$ cat config.mk
export PLATFORM = sky130hd
export DESIGN_NAME = accel_host_bridge
export DESIGN_NICKNAME = d
export VERILOG_FILES = /design/src/rtl/accel_pkg.sv /design/src/rtl/sync_fifo.sv /design/src/rtl/accel_host_bridge.sv
export SDC_FILE = /design/constraint.sdc
export NUM_CORES = 1
export LEC_CHECK = 0
export ABC_AREA = 0
export CORE_UTILIZATION = 35
export CTS_CLUSTER_SIZE = 16
export DETAILED_ROUTE_END_ITERATION = 12
export PLACE_DENSITY = 0.56
export SLEW_MARGIN = 40
export SYNTH_ARGS = -nofsm -noshare
export SYNTH_HDL_FRONTEND = slang
export SYNTH_SLANG_ARGS = --single-unit
export TNS_END_PERCENT = 20
$ cat constraint.sdc
create_clock -name CLK -period 3.1 [get_ports CLK]
set_input_delay 0.62 -clock CLK [delete_from_list [all_inputs] [get_ports CLK]]
set_output_delay 0.62 -clock CLK [all_outputs]
set_load 0.02 [all_outputs]
$ cat src/rtl/accel_pkg.sv
// Shared encodings for the accelerator host bridge: instruction opcodes,
// header field layout and FSM state encoding.
package accel_pkg;

  localparam logic [1:0] OP_NOP  = 2'b00;
  localparam logic [1:0] OP_LOAD = 2'b01;
  localparam logic [1:0] OP_RUN  = 2'b10;
  localparam logic [1:0] OP_READ = 2'b11;

  // Header word: opcode in the top OP_W bits, unsigned count in the rest.
  localparam int OP_W = 2;

  typedef enum logic [2:0] {
    ST_IDLE  = 3'd0,
    ST_LOAD  = 3'd1,
    ST_RUN   = 3'd2,
    ST_WAIT  = 3'd3,
    ST_READ  = 3'd4,
    ST_DRAIN = 3'd5
  } state_e;

endpackage

$ cat src/rtl/sync_fifo.sv
// First-word-fall-through synchronous FIFO; dout shows the head entry
// whenever empty is low. Simultaneous push and pop are legal at any occupancy.
module sync_fifo #(
  parameter int W          = 16,
  parameter int DEPTH_LOG2 = 4
) (
  input  logic                  CLK,
  input  logic                  RST,
  input  logic                  push,
  input  logic [W-1:0]          din,
  input  logic                  pop,
  output logic [W-1:0]          dout,
  output logic                  empty,
  output logic                  full,
  output logic [DEPTH_LOG2:0]   count
);

  localparam int DEPTH = 1 << DEPTH_LOG2;
  localparam logic [DEPTH_LOG2:0]   FULL_COUNT = (DEPTH_LOG2 + 1)'(DEPTH);
  localparam logic [DEPTH_LOG2:0]   COUNT_ONE  = {{DEPTH_LOG2{1'b0}}, 1'b1};
  localparam logic [DEPTH_LOG2-1:0] PTR_ONE    = {{(DEPTH_LOG2 - 1){1'b0}}, 1'b1};

  logic [W-1:0]          mem_q [DEPTH];
  logic [DEPTH_LOG2-1:0] wr_ptr_q;
  logic [DEPTH_LOG2-1:0] rd_ptr_q;
  logic [DEPTH_LOG2:0]   count_q;
  logic                  do_push;
  logic                  do_pop;

  assign empty = (count_q == '0);
  assign full  = (count_q == FULL_COUNT);
  assign count = count_q;
  assign dout  = mem_q[rd_ptr_q];

  // A pop in the same cycle frees the slot a push into a full FIFO needs.
  assign do_pop  = pop && !empty;
  assign do_push = push && (!full || do_pop);

  always_ff @(posedge CLK) begin
    if (RST) begin
      wr_ptr_q <= '0;
      rd_ptr_q <= '0;
      count_q  <= '0;
    end else begin
      if (do_push) wr_ptr_q <= wr_ptr_q + PTR_ONE;
      if (do_pop)  rd_ptr_q <= rd_ptr_q + PTR_ONE;
      if (do_push && !do_pop)      count_q <= count_q + COUNT_ONE;
      else if (!do_push && do_pop) count_q <= count_q - COUNT_ONE;
    end
  end

  always_ff @(posedge CLK) begin
    if (do_push) mem_q[wr_ptr_q] <= din;
  end

endmodule

$ cat src/rtl/accel_host_bridge.sv
// Host-side bridge: converts framed host packets into cycle-exact accelerator
// instruction/dataIn sequences and streams READ results back via a FIFO.
module accel_host_bridge #(
  parameter int W          = 16,
  parameter int DEPTH_LOG2 = 4,
  parameter int READ_LAT   = 2
) (
  input  logic         CLK,
  input  logic         RST,
  input  logic [W-1:0] s_data,
  input  logic         s_valid,
  output logic         s_ready,
  output logic [W-1:0] m_data,
  output logic         m_valid,
  input  logic         m_ready,
  output logic [W-1:0] dataIn,
  output logic [1:0]   instruction,
  input  logic [W-1:0] dataOut,
  output logic         busy
);

  import accel_pkg::*;

  localparam int CNT_W      = W - OP_W;
  localparam int FIFO_DEPTH = 1 << DEPTH_LOG2;
  // Counts the READ on the instruction register plus the capture pipe,
  // so it can reach READ_LAT+1.
  localparam int IW = $clog2(READ_LAT + 2);
  localparam logic [CNT_W-1:0] CNT_ONE = {{(CNT_W - 1){1'b0}}, 1'b1};
  localparam logic [IW-1:0]    IF_ONE  = {{(IW - 1){1'b0}}, 1'b1};

  state_e              state_q;
  logic [CNT_W-1:0]    cnt_q;
  logic [1:0]          instr_q;
  logic [W-1:0]        data_in_q;
  logic                s_ready_q;
  logic [READ_LAT-1:0] rd_pipe_q;
  logic [IW-1:0]       inflight_q;

  logic [1:0]          hdr_op;
  logic [CNT_W-1:0]    hdr_cnt;
  logic                accept;
  logic                credit_ok;
  logic                issue;
  logic                push;
  logic                pop;
  logic [W-1:0]        fifo_dout;
  logic                fifo_empty;
  logic                fifo_full;
  logic [DEPTH_LOG2:0] fifo_count;

  assign hdr_op  = s_data[W-1 -: OP_W];
  assign hdr_cnt = s_data[CNT_W-1:0];
  assign accept  = s_valid && s_ready_q;

  // Every READ not yet pushed holds a reserved FIFO slot.
  assign credit_ok = (int'(fifo_count) + int'(inflight_q)) < FIFO_DEPTH;
  assign issue     = (state_q == ST_READ) && credit_ok;

  always_ff @(posedge CLK) begin
    if (RST) begin
      state_q   <= ST_IDLE;
      cnt_q     <= '0;
      instr_q   <= OP_NOP;
      data_in_q <= '0;
      s_ready_q <= 1'b0;
    end else begin
      instr_q   <= OP_NOP;
      data_in_q <= '0;
      unique case (state_q)
        ST_IDLE: begin
          s_ready_q <= 1'b1;
          if (accept) begin
            cnt_q <= hdr_cnt;
            case (hdr_op)
              OP_LOAD: if (hdr_cnt != '0) state_q <= ST_LOAD;
              OP_RUN: begin
                instr_q   <= OP_RUN;
                state_q   <= ST_RUN;
                s_ready_q <= 1'b0;
              end
              OP_READ: if (hdr_cnt != '0) begin
                state_q   <= ST_READ;
                s_ready_q <= 1'b0;
              end
              default: ;
            endcase
          end
        end
        ST_LOAD: begin
          if (accept) begin
            instr_q   <= OP_LOAD;
            data_in_q <= s_data;
            cnt_q     <= cnt_q - CNT_ONE;
            if (cnt_q == CNT_ONE) state_q <= ST_IDLE;
          end
        end
        ST_RUN: begin
          if (cnt_q == '0) begin
            state_q   <= ST_IDLE;
            s_ready_q <= 1'b1;
          end else begin
            state_q <= ST_WAIT;
          end
        end
        ST_WAIT: begin
          cnt_q <= cnt_q - CNT_ONE;
          if (cnt_q == CNT_ONE) begin
            state_q   <= ST_IDLE;
            s_ready_q <= 1'b1;
          end
        end
        ST_READ: begin
          if (issue) begin
            instr_q <= OP_READ;
            cnt_q   <= cnt_q - CNT_ONE;
            if (cnt_q == CNT_ONE) state_q <= ST_DRAIN;
          end
        end
        ST_DRAIN: begin
          if (inflight_q == '0) begin
            state_q   <= ST_IDLE;
            s_ready_q <= 1'b1;
          end
        end
        default: begin
          state_q   <= ST_IDLE;
          s_ready_q <= 1'b0;
        end
      endcase
    end
  end

  // Bit k is set READ_LAT-1-k cycles before dataOut for that READ is valid.
  always_ff @(posedge CLK) begin
    if (RST) begin
      rd_pipe_q  <= '0;
      inflight_q <= '0;
    end else begin
      rd_pipe_q[0] <= (instr_q == OP_READ);
      for (int i = 1; i < READ_LAT; i++) rd_pipe_q[i] <= rd_pipe_q[i-1];
      if (issue && !push)      inflight_q <= inflight_q + IF_ONE;
      else if (!issue && push) inflight_q <= inflight_q - IF_ONE;
    end
  end

  assign push = rd_pipe_q[READ_LAT-1];
  assign pop  = m_ready && !fifo_empty;

  sync_fifo #(
    .W          (W),
    .DEPTH_LOG2 (DEPTH_LOG2)
  ) u_out_fifo (
    .CLK   (CLK),
    .RST   (RST),
    .push  (push),
    .din   (dataOut),
    .pop   (pop),
    .dout  (fifo_dout),
    .empty (fifo_empty),
    .full  (fifo_full),
    .count (fifo_count)
  );

  assert property (@(posedge CLK) disable iff (RST) !(push && fifo_full && !pop))
    else $error("output FIFO overflow");

  assign s_ready     = s_ready_q;
  assign instruction = instr_q;
  assign dataIn      = data_in_q;
  assign m_valid     = !fifo_empty;
  assign m_data      = fifo_empty ? '0 : fifo_dout;
  assign busy        = (state_q != ST_IDLE) || (inflight_q != '0);

endmodule
==> metrics <==
Finish-stage setup viols=6; FF-to-FF path depth=11; H-tree depth=2; vias in the first global route=7057; clock skew=0.0157 ns; top-area cell type share of the netlist area=0.607; average footprint of a synthesized cell=17.5 sq um; Hold Crit Endpoint=rd_pipe_q[0]; design area=0.0156 sq mm; Slew HR=0.494; first-pass GRT wire length=43.6 mm; Final Hold Vio Count=0; grt total ovfl=0; final setup TNS=-0.101 ns; Setup WS pre-CTS=0.0730 ns; DR vias=6837; Post-Syn Instances=724; Min-Delay Path Class=reg -> reg; R2R Path End=u_out_fifo.count[4]; root buf cell=clkbuf_16; crit path DAT=2.51 ns; Synth warnings=0; DIE AREA=0.0370 sq mm; max-slew violations=0; first-pass iteration count of the detailed router=4; maxcap violations=0; IO Pins=73; Final min period=3.13 ns; CTS buffer count=35; DR iter-0 viols=469; # diodes=0; RSZ-0062 raised after global routing=true; post-synthesis cell area=0.0127 sq mm; Post-layout nets=904; Leak Pwr=5.12 nW; fin cells=1336; worst skew pair latency=0.52 ns; Area contributors post-synth=edfxtp_1 (61%), mux4_2 (14%), dfxtp_1 (9.0%); register area share after synthesis=0.697; Synth-to-Final Area Change=22.8%; DRC Markers=0; dpl cells=1262; layout cell share with drive strength beyond 1=0.273; violated checks=setup timing; worst setup margin=-0.0314 ns; dpl cell area=0.0143 sq mm; Top FF cell, synth=edfxtp_1; post-layout util=0.437; Post-synth EDFFs=256; worst hold path depth=2; HPWL Detailed=16.9 mm; GRT Total Usage=0.160; status=complete, but fails checks; # rows=69; Final Cycle Share=1.01; hold path startpoint=instruction[1]; Worst-Margin Slew=0.752 ns; Crit. End Element=primary output; Sink Count=313; largest net degree at the start of global routing=33; Critical Path Start Type=register; Core Area=0.0356 sq mm; initial antenna violation count=0; Pwr per Cell Area=810 mW/mm^2; TritonCTS clock tree=yes; maximum clock rate=319 MHz; Placer Congestion=0.769; synth unique cells=61; Starting Density=0.356; Yosys reg bits=313; top cell type by total area after synthesis=edfxtp_1; fraction of registers with async set/reset=0; WL final=28.5 mm; Peak supply drop=0.435 mV; DRT antenna net count=0; crit-path max FO=7; Critical Setup Path Class=reg -> out; clock-pin slew on the worst setup and hold paths=0.06 ns; syn nets=778; Data required, critical path=2.48 ns; chip width=192 microns; # port buffers=72; r2r startpoint=u_out_fifo.count[1]; vias per std cell=5.12; flop-to-flop setup slack=0.30 ns; Die Y=192 microns; CTS Buffer Depth=3; Routed WL per cell=21.3 microns
timing repair:
item,CTS,global route
hold buffers,0,0
cloned,6,0
endpoints found under the setup margin,16,17
buffers inserted,10,0
resized for setup,98,13
hold endpoints to repair,0,0
area by class of cell:
class / count / area (sq um)
inverters: 14 / 52.6
well taps: 461 / 577
repair buffers: 129 / 1360
clock inverters: 14 / 155
flip-flops and latches: 313 / 8830
clock buffers: 48 / 935
multi-input cells: 357 / 3640
fillers: 3155 / 20000
Yosys cell counts (all sizes together) (3+ instances only):
master and count:
edfxtp 256, mux4 80, dfxtp 57, nor2 47, and2 31, a21oi 27
buf 26, nand2 26, o21ai 20, ha 17, clkbuf 14, inv 14
nor4 10, nor3 8, nand3 7, xor2 7, a21o 6, nand2b 6
or3 6, a211oi 4, a311oi 4, xnor2 4, a21boi 3, a221oi 3
nand4 3, or4 3
power by group:
part / internal (mW) / switching, mW
registers: 4.69 / 0.181
clock network: 2.37 / 1.61
logic: 1.90 / 1.86
total: 8.96 / 3.65
worst max-delay path, cell delays in order (launching register included):
cell and delay [ns]:
dfxtp_4 0.38, buf_12 0.14, buf_12 0.12, buf_16 0.12, mux4_2 0.49, mux4_2 0.47
and2_4 0.17, buf_6 0.12
registers in the layout, summed over array words and instances (netlist names), named ones only:
| register | flops |
|---|---|
| cnt_q | 14 |
| rd_pipe_q | 2 |
| u_out_fifo.count | 5 |
| u_out_fifo.mem_q | 256 |
| u_out_fifo.wr_ptr_q | 4 |
| u_out_fifo.rd_ptr_q | 4 |
| s_ready | 1 |
| inflight_q | 2 |
| state_q | 3 |
| instruction | 2 |
| dataIn | 16 |
metal layers:
metal | part of all wire | GRT usage
met5 | 0 | 0
met4 | 0.017 | 0.0424
met3 | 0.045 | 0.0255
met2 | 0.50 | 0.269
met1 | 0.44 | 0.215
per-stage QoR:
step / total power [mW] / hold slack [ns]
finish: 12.6 / 0.433
global route: 13.2 / 0.450
CTS: 12.8 / 0.436
detailed placement: 8.41 / 0.420
global placement: 8.38 / 0.419
floorplan: 7.30 / 0.414
kinds of logic after synthesis:
| kind of cell | share of synthesized area |
|---|---|
| AND/OR/NAND/NOR | 0.0671 |
| buffers and inverters | 0.0219 |
| flip-flops | 0.697 |
| XOR/XNOR | 0.00760 |
| AO/OA/AOI/OAI | 0.0446 |
| adder cells (fa/ha/maj) | 0.0184 |
| multiplexers | 0.144 |
placed cells by master, fill, tap and decap left out, types with 12 or more instances in the layout:
master,Yosys,layout
a21oi_1,27,27
and2_1,30,20
buf_4,1,41
buf_6,8,13
clkbuf_1,14,12
clkbuf_16,0,35
clkdlybuf4s50_1,0,55
dfxtp_1,57,55
edfxtp_1,256,256
ha_1,17,17
inv_1,14,14
mux4_2,80,80
nand2_1,26,26
nor2_1,47,34
nor2_2,0,13
o21ai_0,19,19
worst max-delay path by stage:
stage                             start             endpoint  slack [ns]  cells past startpoint
CTS                            register            m_data[2]       -0.09                      7
detailed placement             register            m_data[2]        0.07                      5
floorplan           u_out_fifo.count[0]  u_out_fifo.count[4]        0.34                     11
global route                   register            m_data[4]        -0.1                      7
global placement               register            m_data[2]        0.09                      5
finish                         register            m_data[4]       -0.03                      7
Power figures use the tool's default switching activity.
